--- config.mk ---
export PLATFORM = sky130hd
export DESIGN_NAME = pipe_skid_reg
export DESIGN_NICKNAME = d
export VERILOG_FILES = /design/src/rtl/pipe_skid_reg.sv
export SDC_FILE = /design/constraint.sdc
export NUM_CORES = 1
export LEC_CHECK = 0
export BUFFER_PORTS_ARGS = -buffer_cell sky130_fd_sc_hd__buf_2
export CAP_MARGIN = 20
export CORE_MARGIN = 10
export CORE_UTILIZATION = 33
export DETAILED_ROUTE_END_ITERATION = 10
export GPL_TIMING_DRIVEN = 0
export PLACE_DENSITY = 0.54
export SLEW_MARGIN = 40
export SYNTH_ARGS = -nofsm -noshare
export SYNTH_HDL_FRONTEND = slang
export SYNTH_SLANG_ARGS = --single-unit
--- constraint.sdc ---
create_clock -name clk -period 4 [get_ports clk]
set_input_delay 0.6 -clock clk [delete_from_list [all_inputs] [get_ports clk]]
set_output_delay 0.6 -clock clk [all_outputs]
set_load 0.01 [all_outputs]
--- src/rtl/pipe_skid_reg.sv ---
// Two-entry skid register that decouples upstream and downstream handshakes.
// Every output is taken from registered state, so no input reaches an output combinationally.
module pipe_skid_reg #(
  parameter int               WIDTH  = 32,
  parameter logic [WIDTH-1:0] BUBBLE = {WIDTH{1'b0}},
  parameter int               CNT_W  = 16
) (
  input  logic             clk,
  input  logic             reset,
  input  logic             flush,
  input  logic             in_valid,
  output logic             in_ready,
  input  logic [WIDTH-1:0] in_data,
  output logic             out_valid,
  input  logic             out_ready,
  output logic [WIDTH-1:0] out_data,
  output logic [CNT_W-1:0] stall_cnt,
  output logic [1:0]       occupancy
);

  typedef enum logic [1:0] {
    EMPTY = 2'd0,
    ONE   = 2'd1,
    TWO   = 2'd2
  } state_t;

  state_t             state_q, state_d;
  logic [WIDTH-1:0]   main_q, main_d;
  logic [WIDTH-1:0]   skid_q, skid_d;
  logic               in_ready_q, in_ready_d;
  logic [CNT_W-1:0]   stall_cnt_q, stall_cnt_d;
  logic               accept;
  logic               pop;

  assign out_valid = (state_q != EMPTY);
  assign out_data  = out_valid ? main_q : BUBBLE;
  assign in_ready  = in_ready_q;
  assign occupancy = state_q;
  assign stall_cnt = stall_cnt_q;

  assign accept = in_valid & in_ready_q;
  assign pop    = out_valid & out_ready;

  always_comb begin
    state_d     = state_q;
    main_d      = main_q;
    skid_d      = skid_q;
    stall_cnt_d = stall_cnt_q;

    // Flush only resets occupancy; the data registers keep stale contents, hidden by out_valid=0.
    if (flush) begin
      state_d = EMPTY;
    end else begin
      case (state_q)
        EMPTY: begin
          if (accept) begin
            state_d = ONE;
            main_d  = in_data;
          end
        end
        ONE: begin
          if (accept && !pop) begin
            state_d = TWO;
            skid_d  = in_data;
          end else if (!accept && pop) begin
            state_d = EMPTY;
          end else if (accept && pop) begin
            main_d = in_data;
          end
        end
        TWO: begin
          if (pop) begin
            state_d = ONE;
            main_d  = skid_q;
          end
        end
        default: state_d = EMPTY;
      endcase
    end

    // Registered ready: computed from the state being entered, not the current one.
    in_ready_d = (state_d != TWO);

    if (out_valid && !out_ready && (stall_cnt_q != {CNT_W{1'b1}})) begin
      stall_cnt_d = stall_cnt_q + CNT_W'(1);
    end
  end

  always_ff @(posedge clk or negedge reset) begin
    if (!reset) begin
      state_q     <= EMPTY;
      main_q      <= BUBBLE;
      skid_q      <= BUBBLE;
      in_ready_q  <= 1'b1;
      stall_cnt_q <= '0;
    end else begin
      state_q     <= state_d;
      main_q      <= main_d;
      skid_q      <= skid_d;
      in_ready_q  <= in_ready_d;
      stall_cnt_q <= stall_cnt_d;
    end
  end

endmodule

==> flow_results.xml <==
<?xml version="1.0" encoding="UTF-8"?>
<metrics>
  <group name="yosys">
    <metric name="ys_warn_count" unit="">0</metric>
    <metric name="postSynthAreaPerCell" unit="um2">11.2</metric>
    <metric name="synth.ff_latch_count" unit="">83</metric>
    <metric name="synth_fp_nets" unit="">400</metric>
    <metric name="yosysSeqAreaShare" unit="%">51.4</metric>
    <metric name="post_synth_num_cell_types" unit="">32</metric>
    <metric name="syn_inst" unit="">362</metric>
    <metric name="synth_area" unit="um2">4040</metric>
  </group>
  <group name="floorplan">
    <metric name="top_level_ports" unit="">89</metric>
    <metric name="placementRows" unit="">40</metric>
    <metric name="initial_utilization" unit="%">33.7</metric>
    <metric name="dieWidth" unit="um">131</metric>
    <metric name="floorplan_die_area" unit="um2">17100</metric>
    <metric name="die_h" unit="um">131</metric>
    <metric name="design.core.area" unit="um2">12000</metric>
  </group>
  <group name="layout">
    <metric name="post_route_cells_drive_above_1_share" unit="%">35.8</metric>
    <metric name="fillerInstances" unit="">1177</metric>
    <metric name="final_cell_mix" unit="">nand2_1, buf_2, dfrtp_1</metric>
    <metric name="post_layout_nonfiller_instances" unit="">614</metric>
    <metric name="postLayoutCellArea" unit="um2">5000</metric>
    <metric name="postLayoutCoreUtil" unit="%">41.6</metric>
    <metric name="area_delta_synth_final" unit="%">23.6</metric>
    <metric name="layout.cells.most_common" unit="">nand2_1</metric>
    <metric name="final_net_count" unit="">500</metric>
  </group>
  <group name="pwr">
    <metric name="worst_ir_drop_vdd" unit="uV">218</metric>
    <metric name="seq_power_share" unit="%">46.3</metric>
    <metric name="total_switching_power" unit="uW">642</metric>
    <metric name="power_density" unit="nW/um2">498</metric>
    <metric name="pwr-share-comb" unit="%">20.1</metric>
    <metric name="relative_contribution_of_the_clock_network_to_total_power" unit="%">33.7</metric>
    <metric name="p_int" unit="uW">1850</metric>
    <metric name="power_leakage" unit="uW">0.00257</metric>
    <metric name="p_sw_share" unit="%">25.8</metric>
  </group>
  <group name="sta">
    <metric name="worst_slack" unit="ns">1.34</metric>
    <metric name="timing_max_transition_violations_final" unit="">0</metric>
    <metric name="setup_repair_after_global_routing_missed_its_margin" unit="">no</metric>
    <metric name="maxSlewHeadroom" unit="%">62.4</metric>
    <metric name="tightest_slew" unit="ns">0.562</metric>
    <metric name="finalSetupTns" unit="ns">0</metric>
    <metric name="minimum_clock_period_after_layout" unit="ns">2.66</metric>
    <metric name="hold_viol_final" unit="">0</metric>
    <metric name="timing.clock.skew" unit="ns">0.00395</metric>
    <metric name="achievable-frequency" unit="MHz">375</metric>
    <metric name="final-setup-viol-count" unit="">0</metric>
    <metric name="fin_crit_sh" unit="%">66.6</metric>
  </group>
  <group name="setup_path">
    <metric name="worst-endpoint-arrival" unit="ns">2.06</metric>
    <metric name="crit_path_max_fanout" unit="">10</metric>
    <metric name="startpoint" unit="">occupancy[0]</metric>
    <metric name="cp_data_required_time" unit="ns">3.40</metric>
    <metric name="reg2reg_from" unit="">occupancy[1]</metric>
    <metric name="cp-start-kind" unit="">flop</metric>
    <metric name="criticalPathCategory" unit="">flop to output pin</metric>
    <metric name="critical_path.endpoint_type" unit="">output pin</metric>
  </group>
  <group name="placed_design">
    <metric name="placed_cells" unit="">598</metric>
    <metric name="globalplace.congestion" unit="">0.759</metric>
    <metric name="dp_hpwl" unit="um">7080</metric>
    <metric name="place.port_buffers" unit="">88</metric>
    <metric name="cell_area_reported_after_detailed_placement" unit="um2">4700</metric>
    <metric name="post-place-ws" unit="ns">1.60</metric>
  </group>
  <group name="clocking">
    <metric name="htreeDepth" unit="">3</metric>
    <metric name="cts.path.max_buffers" unit="">2</metric>
    <metric name="numClockSinks" unit="">83</metric>
    <metric name="hold_buffers" unit="">0</metric>
    <metric name="cts-root-buf" unit="">clkbuf_16</metric>
    <metric name="cts-buffers-inserted" unit="">9</metric>
    <metric name="worst_setup_hold_path_clk_slew" unit="ns">0.06</metric>
    <metric name="tritoncts" unit="">done</metric>
    <metric name="post_cts_setup_buffer_count" unit="">0</metric>
    <metric name="cts-resized-gates" unit="">0</metric>
    <metric name="clk-insertion-delay-late" unit="ns">0.33</metric>
  </group>
  <group name="global_route">
    <metric name="grt_usage" unit="%">11.7</metric>
    <metric name="global_route.overflow_total" unit="">0</metric>
    <metric name="grt_first_pass_wirelength" unit="um">15700</metric>
    <metric name="pin_count_of_the_biggest_net_entering_global_routing" unit="">58</metric>
    <metric name="first_global_vias" unit="">2994</metric>
    <metric name="grt_antenna_before_repair" unit="">1</metric>
  </group>
  <group name="status">
    <metric name="run_status" unit="">complete, no violations</metric>
  </group>
  <group name="detailed_routing">
    <metric name="detailedRoute.firstPassIterationCount" unit="">4</metric>
    <metric name="detail_route.iter0.violations" unit="">171</metric>
    <metric name="met3_length" unit="um">602</metric>
    <metric name="detailroute.via_count" unit="">2798</metric>
    <metric name="route.met2.wl" unit="um">4360</metric>
    <metric name="drt-total-wl" unit="um">9700</metric>
    <metric name="vias_per_cell" unit="">4.56</metric>
    <metric name="postRouteAntennaNets" unit="">0</metric>
    <metric name="highest-signal-layer" unit="">met4</metric>
    <metric name="routedWlPerCell" unit="um">15.8</metric>
    <metric name="post-route-drc-count" unit="">0</metric>
    <metric name="wl_met1" unit="um">4670</metric>
  </group>
  <group name="job">
    <metric name="drv.max_cap_violation_count" unit="">0</metric>
  </group>
  <group name="worst_hold_path">
    <metric name="holdCritPathClass" unit="">input port to asynchronous set/reset pin</metric>
  </group>
</metrics>
## area by class of cell
class | count | area [um2] | area share, %
sequential | 83 | 2080 | 41.6
multi-input combinational | 257 | 1850 | 37.1
timing repair buffer | 89 | 474 | 9.48
clock buffer | 13 | 260 | 5.21
tap | 147 | 184 | 3.68
buffer | 18 | 96.3 | 1.93
clock inverter | 2 | 35.0 | 0.701
inverter | 4 | 15.0 | 0.300
antenna | 1 | 2.50 | 0.0501
## power by group through the flow
stage,Sequential [uW],Combinational (uW),Clock [uW]
2_1_floorplan,1150,342,0
3_3_place_gp,1160,496,0
3_5_place_dp,1160,514,0
4_1_cts,1150,515,862
5_1_grt,1180,556,900
6_report,1150,500,838
## routing by layer
layer  vias to the layer above  track usage, %
met3                         5            4.11
met2                        68            17.9
met1                      1338            15.2
li1                       1387               -
met5                         -               0
met4                         0            3.34
## synthesized netlist by cell type
master	number	area share, %
a211o_1	1	0.22
xnor2_1	10	2.2
inv_1	4	0.37
a22oi_1	1	0.19
o21ba_2	1	0.25
buf_2	5	0.62
nand3_1	8	0.99
o21bai_1	1	0.19
mux2_2	20	5.6
mux2_1	16	4.5
nor2_2	1	0.15
or2_2	2	0.31
nand2_1	102	9.5
nor4_2	1	0.31
clkbuf_1	10	0.93
a2bb2oi_1	1	0.22
mux2_4	30	11
dfstp_2	1	0.65
nor2_1	6	0.56
xor2_1	5	1.1
and4_1	1	0.22
o41ai_4	1	0.68
and3b_1	1	0.22
dfrtp_1	82	51
buf_6	3	0.84
nor2b_1	33	5.1
nor3_1	3	0.37
and3_1	2	0.31
nand4_1	5	0.77
ha_1	1	0.31
nand2b_1	2	0.31
or3_1	2	0.31
## worst max-delay path, stage by stage (launching register included)
cell	delay, ns
dfrtp_1	0.46
nor2_1	0.48
clkbuf_1	0.49
nor2b_1	0.13
buf_2	0.17
## final timing paths
path                           endpoint  slack (ns)  cells after the start
max                        out_data[17]        1.34                      4
min                        stall_cnt[9]        0.13                      1
max reg2reg                   main_q[8]        2.05                      6
min reg2reg                  main_q[19]        0.48                      1
max in group asynchronous      in_ready        3.24                      2
min in group clk             main_q[19]        0.48                      1
## sequential cells by signal (all words and copies together), names as in the netlist
| register | cells |
|---|---|
| in_ready | 1 |
| main_q | 32 |
| occupancy | 2 |
| skid_q | 32 |
| stall_cnt | 16 |
## per-stage QoR
stage / power, uW / hold WS (ns)
finish: 2490 / 0.132
global route: 2640 / 0.134
CTS: 2530 / 0.128
detailed placement: 1680 / 0.468
global placement: 1650 / 0.462
floorplan: 1490 / 0.304
## cells by family after synthesis
group | Yosys count | synth area share [%]
adder cells (fa/ha/maj) | 1 | 0.309
multiplexers | 66 | 21.2
AND/OR/NAND/NOR | 169 | 19.4
AO/OA/AOI/OAI | 6 | 1.73
flip-flops | 83 | 51.4
buffers and inverters | 22 | 2.75
XOR/XNOR | 15 | 3.25
(Power assumes the default switching activity.)
